==> config.mk <==
export PLATFORM = sky130hd
export DESIGN_NAME = multicycle_controller
export DESIGN_NICKNAME = d
export VERILOG_FILES = /design/src/rtl/riscv_ctrl_pkg.sv /design/src/rtl/alu_decoder.sv /design/src/rtl/multicycle_controller.sv
export SDC_FILE = /design/constraint.sdc
export NUM_CORES = 1
export LEC_CHECK = 0
export BUFFER_PORTS_ARGS = -buffer_cell sky130_fd_sc_hd__buf_2
export CAP_MARGIN = 10
export CORE_ASPECT_RATIO = 0.7
export CORE_UTILIZATION = 43
export CTS_CLUSTER_DIAMETER = 40
export DETAILED_ROUTE_END_ITERATION = 16
export PLACE_DENSITY = 0.69
export SYNTH_ARGS = -nofsm -noshare
export SYNTH_HDL_FRONTEND = slang
export SYNTH_SLANG_ARGS = --single-unit
==> constraint.sdc <==
create_clock -name clk -period 2.5 [get_ports clk]
set_input_delay 0.5 -clock clk [delete_from_list [all_inputs] [get_ports clk]]
set_output_delay 0.5 -clock clk [all_outputs]
set_load 0.005 [all_outputs]
==> src/rtl/riscv_ctrl_pkg.sv <==
// Shared encodings for the multicycle RV32I control unit:
// FSM states, opcodes, ALU codes and datapath mux selects.
package riscv_ctrl_pkg;

    typedef enum logic [3:0] {
        S_FETCH,
        S_DECODE,
        S_MEMADR,
        S_MEMREAD,
        S_MEMWB,
        S_MEMWRITE,
        S_EXECUTER,
        S_EXECUTEI,
        S_ALUWB,
        S_BEQ,
        S_JAL
    } state_t;

    localparam logic [6:0] OP_LW   = 7'b0000011;
    localparam logic [6:0] OP_SW   = 7'b0100011;
    localparam logic [6:0] OP_R    = 7'b0110011;
    localparam logic [6:0] OP_IALU = 7'b0010011;
    localparam logic [6:0] OP_BEQ  = 7'b1100011;
    localparam logic [6:0] OP_JAL  = 7'b1101111;

    localparam logic [1:0] ALUOP_ADD  = 2'b00;
    localparam logic [1:0] ALUOP_SUB  = 2'b01;
    localparam logic [1:0] ALUOP_FUNC = 2'b10;

    localparam logic [2:0] ALU_ADD = 3'b000;
    localparam logic [2:0] ALU_SUB = 3'b001;
    localparam logic [2:0] ALU_AND = 3'b010;
    localparam logic [2:0] ALU_OR  = 3'b011;
    localparam logic [2:0] ALU_SLT = 3'b101;

    localparam logic [1:0] SRCA_PC    = 2'b00;
    localparam logic [1:0] SRCA_OLDPC = 2'b01;
    localparam logic [1:0] SRCA_RD1   = 2'b10;

    localparam logic [1:0] SRCB_RD2  = 2'b00;
    localparam logic [1:0] SRCB_IMM  = 2'b01;
    localparam logic [1:0] SRCB_FOUR = 2'b10;

    localparam logic [1:0] RES_ALUOUT = 2'b00;
    localparam logic [1:0] RES_DATA   = 2'b01;
    localparam logic [1:0] RES_ALURES = 2'b10;

    localparam logic [1:0] IMM_I = 2'b00;
    localparam logic [1:0] IMM_S = 2'b01;
    localparam logic [1:0] IMM_B = 2'b10;
    localparam logic [1:0] IMM_J = 2'b11;

endpackage

==> src/rtl/alu_decoder.sv <==
// ALU decoder: maps ALUOp, funct3, op[5], funct7b5 to ALUControl.
// Ports: aluop, funct3, op5, funct7b5 in; ALUControl out.
module alu_decoder
    import riscv_ctrl_pkg::*;
(
    input  logic [1:0] aluop,
    input  logic [2:0] funct3,
    input  logic       op5,
    input  logic       funct7b5,
    output logic [2:0] ALUControl
);

    always_comb begin
        ALUControl = ALU_ADD;
        case (aluop)
            ALUOP_SUB: ALUControl = ALU_SUB;
            ALUOP_FUNC: begin
                case (funct3)
                    // Only R-type distinguishes sub; addi never subtracts.
                    3'b000:  ALUControl = (op5 & funct7b5) ? ALU_SUB : ALU_ADD;
                    3'b010:  ALUControl = ALU_SLT;
                    3'b110:  ALUControl = ALU_OR;
                    3'b111:  ALUControl = ALU_AND;
                    default: ALUControl = ALU_ADD;
                endcase
            end
            default: ALUControl = ALU_ADD;
        endcase
    end

endmodule

==> src/rtl/multicycle_controller.sv <==
// Multicycle RV32I main control: Moore FSM driving datapath selects
// and enables, plus retired-instruction counter and illegal-op flag.
module multicycle_controller
    import riscv_ctrl_pkg::*;
#(
    parameter int CNT_W = 32
) (
    input  logic             clk,
    input  logic             reset,
    input  logic [6:0]       op,
    input  logic [2:0]       funct3,
    input  logic             funct7b5,
    input  logic             Zero,
    output logic             PCWrite,
    output logic             AdrSrc,
    output logic             MemWrite,
    output logic             IRWrite,
    output logic [1:0]       ResultSrc,
    output logic [1:0]       ALUSrcA,
    output logic [1:0]       ALUSrcB,
    output logic [2:0]       ALUControl,
    output logic             RegWrite,
    output logic [1:0]       ImmSrc,
    output logic [CNT_W-1:0] InstRet,
    output logic             IllegalInstr
);

    state_t     state;
    state_t     next;
    logic       pcupdate;
    logic       branch;
    logic [1:0] aluop;
    logic       retire;
    logic       illegal;

    always_ff @(posedge clk) begin
        if (reset) begin
            state        <= S_FETCH;
            InstRet      <= '0;
            IllegalInstr <= 1'b0;
        end else begin
            state <= next;
            if (retire)
                InstRet <= InstRet + CNT_W'(1);
            if (illegal)
                IllegalInstr <= 1'b1;
        end
    end

    always_comb begin
        next      = S_FETCH;
        pcupdate  = 1'b0;
        branch    = 1'b0;
        aluop     = ALUOP_ADD;
        AdrSrc    = 1'b0;
        MemWrite  = 1'b0;
        IRWrite   = 1'b0;
        ResultSrc = RES_ALUOUT;
        ALUSrcA   = SRCA_PC;
        ALUSrcB   = SRCB_RD2;
        RegWrite  = 1'b0;
        retire    = 1'b0;
        illegal   = 1'b0;
        case (state)
            S_FETCH: begin
                IRWrite   = 1'b1;
                ALUSrcB   = SRCB_FOUR;
                ResultSrc = RES_ALURES;
                pcupdate  = 1'b1;
                next      = S_DECODE;
            end
            S_DECODE: begin
                ALUSrcA = SRCA_OLDPC;
                ALUSrcB = SRCB_IMM;
                case (op)
                    OP_LW, OP_SW: next = S_MEMADR;
                    OP_R:         next = S_EXECUTER;
                    OP_IALU:      next = S_EXECUTEI;
                    OP_BEQ:       next = S_BEQ;
                    OP_JAL:       next = S_JAL;
                    default: begin
                        next    = S_FETCH;
                        illegal = 1'b1;
                    end
                endcase
            end
            S_MEMADR: begin
                ALUSrcA = SRCA_RD1;
                ALUSrcB = SRCB_IMM;
                next    = (op == OP_LW) ? S_MEMREAD : S_MEMWRITE;
            end
            S_MEMREAD: begin
                AdrSrc = 1'b1;
                next   = S_MEMWB;
            end
            S_MEMWB: begin
                ResultSrc = RES_DATA;
                RegWrite  = 1'b1;
                retire    = 1'b1;
            end
            S_MEMWRITE: begin
                AdrSrc   = 1'b1;
                MemWrite = 1'b1;
                retire   = 1'b1;
            end
            S_EXECUTER: begin
                ALUSrcA = SRCA_RD1;
                aluop   = ALUOP_FUNC;
                next    = S_ALUWB;
            end
            S_EXECUTEI: begin
                ALUSrcA = SRCA_RD1;
                ALUSrcB = SRCB_IMM;
                aluop   = ALUOP_FUNC;
                next    = S_ALUWB;
            end
            S_ALUWB: begin
                RegWrite = 1'b1;
                retire   = 1'b1;
            end
            S_BEQ: begin
                ALUSrcA = SRCA_RD1;
                aluop   = ALUOP_SUB;
                branch  = 1'b1;
                retire  = 1'b1;
            end
            S_JAL: begin
                ALUSrcA  = SRCA_OLDPC;
                ALUSrcB  = SRCB_FOUR;
                pcupdate = 1'b1;
                next     = S_ALUWB;
            end
            default: next = S_FETCH;
        endcase
    end

    assign PCWrite = pcupdate | (branch & Zero);

    always_comb begin
        case (op)
            OP_SW:   ImmSrc = IMM_S;
            OP_BEQ:  ImmSrc = IMM_B;
            OP_JAL:  ImmSrc = IMM_J;
            default: ImmSrc = IMM_I;
        endcase
    end

    alu_decoder u_aludec (
        .aluop      (aluop),
        .funct3     (funct3),
        .op5        (op[5]),
        .funct7b5   (funct7b5),
        .ALUControl (ALUControl)
    );

endmodule
## After elaboration in Yosys (flattened, before gate mapping)

Index checks and enable logic that the tools add are counted.

| cells by class | value |
|---|---|
| mux-type cells | 20 |
| add/subtract/negate cells | 1 |
| reduce and logical (&&, ||, !) cells | 13 |
| equality and inequality tests | 21 |
| bitwise operators | 3 |

Operators by type and width:

| cell | count |
|---|---|
| $pmux 4 s5 | 2 |
| $add 32x1->32 const B | 1 |
| $eq 4x3->1 const B | 4 |
| $pmux 2 s2 | 4 |
| $eq 7x6->1 const B | 2 |
| $eq 7x7->1 const B | 2 |
| $eq 4x4->1 const B | 3 |
| $pmux 3 s4 | 1 |
| $reduce_or 2->1 | 6 |
| $mux 1 | 10 |
| $eq 4x2->1 const B | 2 |
| $reduce_or 4->1 | 2 |
| $eq 7x2->1 const B | 1 |
| $eq 7x5->1 const B | 1 |
| $eq 3x3->1 const B | 2 |
| $pmux 2 s3 | 1 |
| $pmux 3 s2 | 1 |
| $reduce_or 3->1 | 2 |
| $reduce_or 6->1 | 1 |
| $eq 4x1->1 const B | 1 |
| $logic_not 4->1 | 1 |
| $eq 3x2->1 const B | 1 |
| $logic_not 3->1 | 1 |
| $mux 3 | 1 |
| other kinds (4) | 5 |

| word-level totals | value |
|---|---|
| register bits after elaboration | 37 |
| word-level logic and storage cells | 61 |

## Longest topological paths before layout

| depth | value |
|---|---|
| depth after elaboration | 5 |
| depth in mapped cells | 7 |

## Cells and area by module

From an unflattened synthesis, not the netlist that was laid out.

| unflattened totals | value |
|---|---|
| cells, all modules | 270 |
| area, all modules | 2,204.6 µm² |

By module, submodules not included:

| module | area an instance (µm²) | cells each | instances | seq. area each (µm²) |
|---|---|---|---|---|
| multicycle_controller | 2,108.3 | 259 | 1 | 740.7 |
| alu_decoder | 96.3 | 11 | 1 | 0.0 |

## Worst setup path before layout

No wires, ideal clock.

| path | value |
|---|---|
| path type | reg2reg |
| start point | register InstRet[0] |
| end point | register InstRet[30] |
| slack | 0.491 ns |
| stages on the path, launching flop included | 7 |
| arrival time | 1.938 ns |
| setup time | 0.070 ns |
| path buffers | 1 |
| clock period less this slack | 2.009 ns |
| path through | dfxtp_1 ha_1 nand4b_1 or4_1 buf_2 or4_1 a21oi_1 |

| on the way | value |
|---|---|
| longest elaborated chain between the ends | 1 |

RTL lines:

| what | RTL line | text |
|---|---|---|
| start: declaration | multicycle_controller.sv:24 | `output logic [CNT_W-1:0] InstRet,` |
| start signal: assignment | multicycle_controller.sv:44 | `InstRet <= InstRet + CNT_W'(1);` |
| $add 32x1->32 | multicycle_controller.sv:44 |  |

Every way passes these cells.
A chain may end at the register's enable or synchronous reset.

## Worst setup path in the final report

| path | value |
|---|---|
| start point | register state[1] |
| end point | output port ALUControl[1] |

| on the way | value |
|---|---|
| longest elaborated chain between the ends | 5 |
| elaborated cells between the ends (all ways) | 8 |
| those cells by class | eq/ne: 5; mux: 2; reduce/logical: 1 |

RTL lines:

| what | RTL line | text |
|---|---|---|
| start: declaration | multicycle_controller.sv:28 | `state_t state;` |
| start signal: assignment | multicycle_controller.sv:42 | `state <= next;` |
| $eq 4x3->1 | multicycle_controller.sv:64 | `case (state)` |
| $reduce_or 2->1 (no source line) | n/a |  |
| $pmux 2 s2 * | multicycle_controller.sv:64 |  |
| $eq 2x2->1 / $eq 2x1->1 (equally long branches) | alu_decoder.sv:15 | `case (aluop)` |
| $pmux 3 s2 * | alu_decoder.sv:15 |  |
| end: declaration | multicycle_controller.sv:21 | `output logic [2:0] ALUControl,` |

Every way passes the cells marked *; elsewhere a longest branch is shown, timed or not.

==> impl_metrics.csv <==
group,metric,value,unit
synth,ys_warn_count,0,
power,power_density,472,nW/um^2
setup_path,arrival,1.88,ns
power,seq_power_share,48.9,%
detailed_routing,post_drt_wl_per_cell,13.7,microns
clock_network,clk_pin_slew,0.07,ns
detailed_routing,dr_wl_met2,2190,microns
cells_and_area,num-nets-final,342,
floorplan,die_h,60.3,microns
timing,tightestPinTransition,0.544,ns
synth,synth_cell_types,42,
synth,synth_top_cell_by_area,"dfxtp_1",
timing,final.setup.tns,0,ns
clock_network,clk_latency,0.29,ns
detailed_routing,wl,5240,microns
cells_and_area,final_util,57.3,%
power,netSwitchingFraction,21.9,%
power,ir_drop,238,uV
detailed_routing,vias,2150,
setup_path,critical_path.endpoint_type,"output pin",
floorplan,initial_core_util,46.3,%
cells_and_area,layout-drive-gt1-share,25.5,%
clock_network,clk_path_buf_depth,2,
global_routing,grt.overflow.total,0,
detailed_routing,wl_met1,2830,microns
clock_network,post_cts_buffers,0,
timing,worst_hold_slack,0.442,ns
synth,synth-seq-cells,37,
clock_network,cts.sinks,37,
placed_design,dp_slack,0.265,ns
timing,finalCritPeriodShare,95.3,%
synth,synth_edf_count,0,
timing,setup_viol_count_final,0,
timing,min_period,2.38,ns
cells_and_area,syn2layout_area_growth,23.9,%
synth,synth_nets,283,
power,p_comb_share,6.5,%
global_routing,grt_pass1_vias,1876,
clock_network,cts_made_buffers,5,
synth,ys_seq_area_share,35.5,%
hold_path,hold_path_class,"reg -> reg",
detailed_routing,top_layer,"met4",
synth,synthCells,266,
timing,max_freq,420,MHz
global_routing,grt_max_degree,23,
power,p_int,950,uW
placed_design,place_area,2450,sq um
clock_network,cts-hold-fix-buffers,0,
global_routing,antenna_found_initial,0,
synth,netlist_top_cells_area,"dfxtp_1, or4_1, a21oi_1, o31ai_1, xnor2_1",
detailed_routing,first_pass_iters,4,
timing,finalMaxSlewViolations,0,
setup_path,critPathMaxFanout,10,
timing,rsz0062_at_grt,"false",
floorplan,die_x,85.2,microns
job,maxCapViolations,0,
setup_path,crit_type,"reg -> out",
power,p_sw,267,uW
clock_network,cts_tree,"done",
cells_and_area,n_antenna_cell,0,
timing,clock_skew,0.00953,ns
placed_design,place_congestion,0.787,
global_routing,grtUsageTotal,21.3,%
synth,ys.flop_type,"dfxtp_1",
clock_network,cts_resized,0,
detailed_routing,ant_nets,0,
synth,syn_area_per_cell,7.84,sq um
timing,slew-limit-headroom,62.8,%
clock_network,cts_max_level,2,
clock_network,cts-root-buf,"clkbuf_8",
placed_design,dp_hpwl,3820,microns
synth,syn_area,2080,sq um
timing,hold_violations,0,
power,clock_power_share,44.6,%
floorplan,die_area,5130,sq um
detailed_routing,viasPerCell,5.64,
global_routing,grt_pass1_wl,8640,microns
setup_path,startpoint_type,"flip-flop",
power,leakage,0.985,nW
cells_and_area,final_cell_mix,"buf_2, dfxtp_1, a21oi_1",
synth,async_flop_share,0,%
floorplan,pin_count,63,
synth,synth_top_area_share,35.5,%
floorplan,std_cell_rows,20,
setup_path,cp.required,2.00,ns
detailed_routing,dr_wl_met3,192,microns
run_status,status,"complete, no violations",
cells_and_area,final_area,2580,sq um
detailed_routing,drc,0,
floorplan,core_area,4500,sq um
timing,fin_ws,0.118,ns
placed_design,io_buffers,62,
detailed_routing,drtIter0Drc,128,
cells_and_area,final_common_cell,"buf_2",
==> critical path, stage by stage (launching register included) <==
cell	delay (ns)
dfxtp_1	0.41
nand2b_4	0.20
or2_2	0.33
inv_1	0.09
ha_1	0.24
nor3b_1	0.18
buf_2	0.14
==> cell type report <==
cell class	instances	area, sq um
Fill cell	458	1920
Multi-Input combinational cell	200	1240
Sequential cell	37	741
Timing Repair Buffer	71	378
Clock buffer	6	82.6
Tap cell	55	68.8
Clock inverter	2	37.5
Inverter	10	37.5
==> path summary, 6_finish.rpt <==
kind                                   from                   endpoint  slack [ns]  cells after the start
setup / recovery        state[1]$_SDFF_PP0_              ALUControl[1]        0.12                      6
hold / removal    IllegalInstr$_SDFFE_PP0P_  IllegalInstr$_SDFFE_PP0P_        0.44                      2
hold reg to reg   IllegalInstr$_SDFFE_PP0P_  IllegalInstr$_SDFFE_PP0P_        0.44                      2
setup reg to reg   InstRet[17]$_SDFFE_PP0P_   InstRet[29]$_SDFFE_PP0P_        0.27                      4
==> power groups by stage <==
stage	logic (mW)	clock network, mW	registers, mW
6_report	0.0795	0.543	0.595
5_1_grt	0.0892	0.580	0.595
4_1_cts	0.0786	0.556	0.594
3_5_place_dp	0.0782	0	0.608
3_3_place_gp	0.0770	0	0.608
2_1_floorplan	0.0427	0	0.608
==> synth_stat cells, types with 3 or more instances <==
library cell  number
nand3_1           11
nor2_1            18
or4_1             19
dfxtp_1           37
a21oi_1           26
clkbuf_1          16
nor3_1             9
nor4_1             4
or3_1              9
ha_1               3
o31ai_1           15
nor2b_1            3
nand2b_1           5
xnor2_1           10
inv_1             10
nand4_1            8
nor3b_1            5
o21ai_0           14
nand2_1           16
==> through the flow <==
| stage | total power, mW | instances |
|---|---|---|
| 3_3_place_gp | 0.685 | 373 |
| 2_1_floorplan | 0.651 | 266 |
| 5_1_grt | 1.26 | 381 |
| 4_1_cts | 1.23 | 381 |
| 6_report | 1.22 | 381 |
| 3_5_place_dp | 0.686 | 373 |
==> routing by layer <==
layer	GRT usage, %	vias to the layer above
li1	-	1106
met1	31.2	996
met2	31.0	44
met3	4.42	4
met4	6.78	0
met5	0	-
==> flip-flops by register name, summed over array words and instances (netlist names) <==
signal	count
InstRet	32
IllegalInstr	1
state	4
==> cell families (layout without fill, tap and decap cells) <==
family / Yosys count / after routing / share of synthesized area [%]
compound gates: 66 / 66 / 19.2
simple gates: 119 / 119 / 32.8
flops: 37 / 37 / 35.5
mux: 1 / 1 / 0.540
xor+xnor: 11 / 11 / 4.62
buf+inv: 29 / 89 / 5.46
fa+ha+maj: 3 / 3 / 1.80
No activity file was read; power rests on OpenSTA's default activity.
